<file path="config.mk">
export PLATFORM = sky130hd
export DESIGN_NAME = gift_sbox_layer_sched
export DESIGN_NICKNAME = d
export VERILOG_FILES = /design/src/rtl/gift_sbox_layer_sched.sv
export SDC_FILE = /design/constraint.sdc
export NUM_CORES = 1
export LEC_CHECK = 0
export CAP_MARGIN = 15
export CORE_UTILIZATION = 49
export DETAILED_ROUTE_END_ITERATION = 8
export PLACE_DENSITY_LB_ADDON = 0.25
export SLEW_MARGIN = 15
export SYNTH_ARGS = -nofsm -noshare
export SYNTH_HDL_FRONTEND = slang
export SYNTH_SLANG_ARGS = --single-unit
</file>
<file path="constraint.sdc">
create_clock -name clk -period 2.92 [get_ports clk]
set_input_delay 0.876 -clock clk [delete_from_list [all_inputs] [get_ports clk]]
set_output_delay 0.876 -clock clk [all_outputs]
set_load 0.05 [all_outputs]
</file>
<file path="src/rtl/gift_sbox_layer_sched.sv">
// gift_sbox_layer_sched: serializes a 3-share masked GIFT state through one shared S-box, one nibble per cycle
// Ports: start/busy/done control; st_in1..3 -> st_out1..3 state shares (4*NIB bits);
//   rnd_valid/rnd_data/rnd_ready PRNG handshake; sb_in1..3/sb_r to the S-box, sb_out1..3 back (1-cycle latency).
// Build option: GIFT_SBOX_SCHED_CLR_EN clears st_out1..3 when a layer is accepted.
module gift_sbox_layer_sched #(
  parameter int NIB = 16
) (
  input  logic              clk,
  input  logic              rst_n,
  input  logic              start,
  input  logic [4*NIB-1:0]  st_in1,
  input  logic [4*NIB-1:0]  st_in2,
  input  logic [4*NIB-1:0]  st_in3,
  output logic              busy,
  output logic              done,
  output logic [4*NIB-1:0]  st_out1,
  output logic [4*NIB-1:0]  st_out2,
  output logic [4*NIB-1:0]  st_out3,
  input  logic              rnd_valid,
  input  logic [7:0]        rnd_data,
  output logic              rnd_ready,
  output logic [3:0]        sb_in1,
  output logic [3:0]        sb_in2,
  output logic [3:0]        sb_in3,
  output logic [7:0]        sb_r,
  input  logic [3:0]        sb_out1,
  input  logic [3:0]        sb_out2,
  input  logic [3:0]        sb_out3
);
  localparam int W = 4*NIB;
  localparam int KW = $clog2(NIB);
  localparam logic [1:0] IDLE = 2'd0, RUN = 2'd1, FLUSH = 2'd2, DONE = 2'd3;
  logic [1:0] state;
  logic [KW-1:0] k, k_d;
  logic [W-1:0] s1, s2, s3;
  logic [3:0] rlo;
  logic iss_d, issue;
  // Bubbles force the S-box inputs to zero so no partial share ever enters the datapath.
  always_comb begin
    issue = state == RUN && rnd_valid;
    rnd_ready = issue;
    busy = state == RUN || state == FLUSH;
    done = state == DONE;
    sb_in1 = issue ? s1[4*k +: 4] : 4'h0;
    sb_in2 = issue ? s2[4*k +: 4] : 4'h0;
    sb_in3 = issue ? s3[4*k +: 4] : 4'h0;
    sb_r = {issue ? rnd_data[7:4] : 4'h0, rlo};
  end
  always_ff @(posedge clk or negedge rst_n)
    if (!rst_n) begin
      state <= IDLE;
      k <= '0;
      k_d <= '0;
      rlo <= '0;
      iss_d <= 1'b0;
      s1 <= '0;
      s2 <= '0;
      s3 <= '0;
      st_out1 <= '0;
      st_out2 <= '0;
      st_out3 <= '0;
    end else begin
      // Low random nibble is held for the output-stage remasking of the nibble just issued.
      rlo <= issue ? rnd_data[3:0] : 4'h0;
      iss_d <= issue;
      k_d <= k;
      if (iss_d) begin
        st_out1[4*k_d +: 4] <= sb_out1;
        st_out2[4*k_d +: 4] <= sb_out2;
        st_out3[4*k_d +: 4] <= sb_out3;
      end
      case (state)
        IDLE: if (start) begin
          state <= RUN;
          k <= '0;
          s1 <= st_in1;
          s2 <= st_in2;
          s3 <= st_in3;
`ifdef GIFT_SBOX_SCHED_CLR_EN
          st_out1 <= '0;
          st_out2 <= '0;
          st_out3 <= '0;
`else
`endif
        end
        RUN: if (issue) begin
          k <= k + 1'b1;
          if (k == KW'(NIB-1)) state <= FLUSH;
        end
        FLUSH: state <= DONE;
        default: state <= IDLE;
      endcase
    end
endmodule

</file>
## Yosys cells after proc, flatten, opt, wreduce, memory -nomap -nowiden

Index checks and enable logic that the tools add are counted.

| operators by class | value |
|---|---|
| add/sub/neg operators | 2 |
| $mul | 0 |
| divide/modulo/power cells | 0 |
| $lt $le $gt $ge | 0 |
| equality and inequality tests | 7 |
| shift-type cells | 7 |
| muxes and demuxes | 15 |
| bitwise operators | 0 |
| reductions and logical operators | 7 |

Operator list:

| operator | number |
|---|---|
| 64-bit bitwise mux | 3 |
| 4-bit by 34-bit indexed part select with 64-bit output | 3 |
| 64-bit by 7-bit indexed part select with 4-bit output | 3 |
| 4-bit by 34-bit variable shift with 64-bit output, first input constant | 1 |
| 6-bit negation with 34-bit output | 1 |
| 4-bit 2-to-1 mux | 7 |
| 4-bit case mux with 2 select lines | 1 |
| 2-bit 2-to-1 mux | 3 |
| 2-bit case mux with 3 select lines | 1 |
| 3-bit AND reduction | 2 |
| 4-bit by 1-bit adder with 4-bit output, second input constant | 1 |
| 2-bit equality test, second input constant | 2 |
| 4-bit equality test, second input constant | 1 |
| 2-bit != test, second input constant | 2 |
| 2-bit by 1-bit equality test with 1-bit output, second input constant | 1 |
| 2-bit logical NOT | 1 |
| 2-bit by 1-bit != test with 1-bit output, second input constant | 1 |
| 2-bit AND reduction | 1 |
| 2-bit nonzero test | 1 |
| 1-bit logical AND | 1 |
| 1-bit logical OR | 1 |

| storage, ports and cells | value |
|---|---|
| flip-flop bits (word level) | 399 |
| bits in latches | 0 |
| bits in writable memories | 0 |
| memory bits (read-only) | 0 |
| output and inout bits | 215 |
| word-level logic and storage cells | 49 |
| memories kept | 0 |

## Longest topological paths before layout

| depth | value |
|---|---|
| depth in word-level cells | 4 |
| mapped depth | 9 |
| mapped depth without buffers | 6 |

## Worst setup path before layout

No wires, ideal clock.

| path | value |
|---|---|
| path type | input-to-output |
| start | in rnd_valid |
| end | out sb_in2[0] |
| arrival | 2,873 ps |
| required time | 2,044 ps |
| setup slack | -829 ps |
| stages | 4 |
| path buffers | 1 |
| path through | clkbuf_1 and2_1 nand2b_1 o21ai_0 |

| between the ends | value |
|---|---|
| longest elaborated chain between the ends | 2 |

Ends and longest elaborated chain:

| element | line | text |
|---|---|---|
| start: declaration | 19 | `input logic rnd_valid,` |
| 1-bit logical AND | 40 | `issue = state == RUN && rnd_valid;` |
| net rnd_ready | 21 | `output logic rnd_ready,` |
| 4-bit 2-to-1 mux | 45 | `sb_in2 = issue ? s2[4*k +: 4] : 4'h0;` |
| end: declaration | 23 | `output logic [3:0] sb_in2,` |

The timed path passes the listed nets, and every way through them passes these cells.

## Final worst setup path

| path | value |
|---|---|
| start | reg k[0] |
| end | out sb_in3[1] |

| between the ends | value |
|---|---|
| longest elaborated chain between the ends | 2 |

Ends and longest elaborated chain:

| element | line | text |
|---|---|---|
| start: declaration | 34 | `logic [KW-1:0] k, k_d;` |
| start signal: assignment | 87 | `k <= k + 1'b1;` |
| 64-bit by 7-bit indexed part select with 4-bit output | 46 | `sb_in3 = issue ? s3[4*k +: 4] : 4'h0;` |
| 4-bit 2-to-1 mux | 46 |  |
| end: declaration | 24 | `output logic [3:0] sb_in3,` |

No other way between the ends.

==> metrics <==
PwrDens=approximately 1000 nW/µm²; Antenna Nets Post-Route=0; Die W=around 190 µm; CP Data Required Time=between 2000 and 2500 ps; syn nets=about 1,300; met1 Use GR=a little over 30%; violated checks=setup timing; CP startpoint=k[0]; antenna violations before repair=13; met3 usage=under 10%; drt drc=0; Post-DP HPWL=33,900 µm; largest net degree at the start of global routing=between 80 and 90; clock sink count=~400; mean area per synthesized cell=between 15 and 20 µm²; final core occ=between 70% and 80%; Die Ht=188 µm; grt ovf=0; Post-synth EDFFs=0; GPL Wtd Cong=around 0.82; yosys warns=0; Most used DFF post-synth=dfrtp_1; synthesized flop and latch total=399; met2 track demand over resource=a little under half; Netlist cell types=45; slew margin rel.=between 50 and 60%; crit path setup slack, layout=-274 ps; DR WL/cell=roughly 22 µm; Worst R2R Start=k_d[0]; CTS HTree Levels=2; critical path class=reg -> out; total track usage=between 20% and 30%; FP Rows=67; initial core utilization=50.2%; Worst Setup End Kind=output pin; layout filler cell count=around 2,300; Worst Hold Class=in -> async; VDD IR-drop max=roughly 0.00066 V; CTS tree=done; clock-pin transition on the worst setup and hold timing paths=around 60 ps; net total in the final layout=1,823; Post-Syn Area=about 17,000 µm²; hold_ws=~270 ps; min Tclk post-route=around 3200 ps; Seq/Total Area, Yosys=between 50 and 60%; max_cap viols=0; first-pass GRT wire length=between 70,000 and 80,000 µm; via count=11,400; CTS Buffer Depth=3; Place WS=-263 ps; Slew Viols, Final=0; outcome=finished, violations left; Skew-Pair Late Insertion Delay=about 530 ps; Clock Skew=10.5 ps; CTS buffer count=42; Vias/cell=approximately 5.4; root buffer cell=clkbuf_16; WL final=46,200 µm; PortBufs=430; Tightest Pin Transition=673 ps; Critical Path AT=~2300 ps; area grow syn2layout=41.8%; busiest grt layer=met2; fraction of layout cells with a size suffix above 1=a little over a third; startpoint types=flop; f_max=approximately 0.31 GHz; fin crit share=109%; I/O pins=between 400 and 500; unrepaired setup endpoints after global routing=yes; LEAKAGE=approximately 10 nW; Fin. Hold Viols=0; async set or reset register ratio after synthesis=100%; worst-path fanout max=13; total iterations of the first detailed-routing run=4; vias in the first global route=12,200; Core Region=roughly 34,000 µm²; Initial DRC Count=between 400 and 500; total power=~0.024 W; Syn Inst Count=1,123; DIE AREA=35,200 µm²; Final Setup Violations=12
==> cell usage after synthesis (2+ instances only) <==
cell type	count	share of area [%]
dfrtp_1	399	59
mux2_2	379	25
mux2i_1	69	4.1
buf_2	35	1.0
a22oi_1	28	1.2
clkbuf_1	28	0.62
nand2_1	24	0.53
and3_1	20	0.74
mux4_2	19	2.5
and2_1	14	0.52
o22ai_1	12	0.44
nor2_1	11	0.24
buf_4	10	0.44
ha_1	7	0.52
inv_1	7	0.16
nand3_1	7	0.21
o21ai_0	7	0.21
nand2b_1	4	0.15
nor2b_1	4	0.15
a21oi_1	3	0.089
mux2_1	3	0.20
nand4_1	3	0.11
and2b_1	2	0.089
and3b_1	2	0.10
buf_1	2	0.044
nor3_1	2	0.059
o21ai_1	2	0.059
o311ai_0	2	0.10
or3_1	2	0.074
==> sequential cells by signal, indices dropped and copies added, names as in the netlist <==
name     cells
iss_d        1
k            4
k_d          4
rlo          4
s1          64
s2          64
s3          64
st_out1     64
st_out2     64
st_out3     64
state        2
==> logic make-up after synthesis <==
family | after synthesis | synth area share (%)
compound gates | 60 | 2.44
xor+xnor | 1 | 0.0962
fa+ha+maj | 7 | 0.518
buf+inv | 84 | 2.37
flops | 399 | 59.1
mux | 470 | 32.1
simple gates | 102 | 3.45
==> timing repair <==
| item | 4_1_cts | 5_1_grt |
|---|---|---|
| hold buffers | 0 | 0 |
| gates cloned | 1 | 1 |
| resized for setup | 10 | 10 |
| pin swaps | 0 | 13 |
| endpoints found under the setup margin | 16 | 12 |
| setup buffers | 3 | 3 |
==> power breakdown <==
part	switching, W	internal (W)	leakage, nW	total [W]
clock	0.00210	0.00313	0.680	0.00524
sequential	0.00114	0.00762	4.96	0.00876
combinational	0.00561	0.00480	4.85	0.0104
==> worst max-delay path, cell delays in order (launching register included) <==
cell	delay, ps
dfrtp_4	510
buf_12	190
mux4_2	500
mux2i_1	170
buf_4	180
o22ai_4	80
buf_12	160
==> cells in the final DEF (no fill, tap or decap), types with 4 or more instances in the layout <==
master,netlist,final
mux2i_1,69,66
inv_1,7,7
and2_1,14,12
nand2_1,24,23
ha_1,7,7
mux4_2,19,19
clkbuf_8,0,9
and3_1,20,20
clkbuf_1,28,13
clkinv_2,0,8
buf_12,0,31
buf_4,10,63
nand2b_1,4,4
o22ai_4,0,11
nand3_1,7,7
dfrtp_1,399,398
nor2_1,11,10
clkdlybuf4s50_1,0,409
mux2_2,379,379
a22oi_1,28,28
diode_2,0,11
o21ai_0,7,6
clkbuf_16,0,46
==> per-layer routing <==
layer | part of all wire, % | vias up
li1 | - | 5055
met1 | 36 | 5808
met2 | 52 | 435
met3 | 8.2 | 99
met4 | 3.5 | 4
met5 | 0.045 | -
==> stage by stage <==
stage | instances | setup TNS, ps | instance area [µm²]
after floorplan | 1123 | 0 | 17100
after global placement | 1997 | -2770 | 22400
after detailed placement | 1997 | -2870 | 22400
after CTS | 2078 | -3340 | 23900
after global routing | 2088 | -3750 | 24000
final | 2092 | -2650 | 24000
==> final cells by class <==
class	instances	area, µm²	area share, %
Multi-Input combinational cell	640	6720	28.0
Sequential cell	399	9990	41.7
Tap cell	448	561	2.34
Clock inverter	10	77.6	0.324
Timing Repair Buffer	509	5270	22.0
Inverter	8	30.0	0.125
Clock buffer	67	1300	5.42
Antenna cell	11	27.5	0.115
==> final timing paths <==
path | endpoint | depth (start not counted) | slack, ps
max | sb_in3[1] | 6 | -270
min | st_out1[21] | 1 | 270
max reg2reg | st_out3[47] | 6 | 390
min reg2reg | st_out1[61] | 1 | 490
max in group asynchronous | st_out3[60] | 2 | 1690
min in group clk | st_out1[61] | 1 | 490
Power figures use the tool's default switching activity.
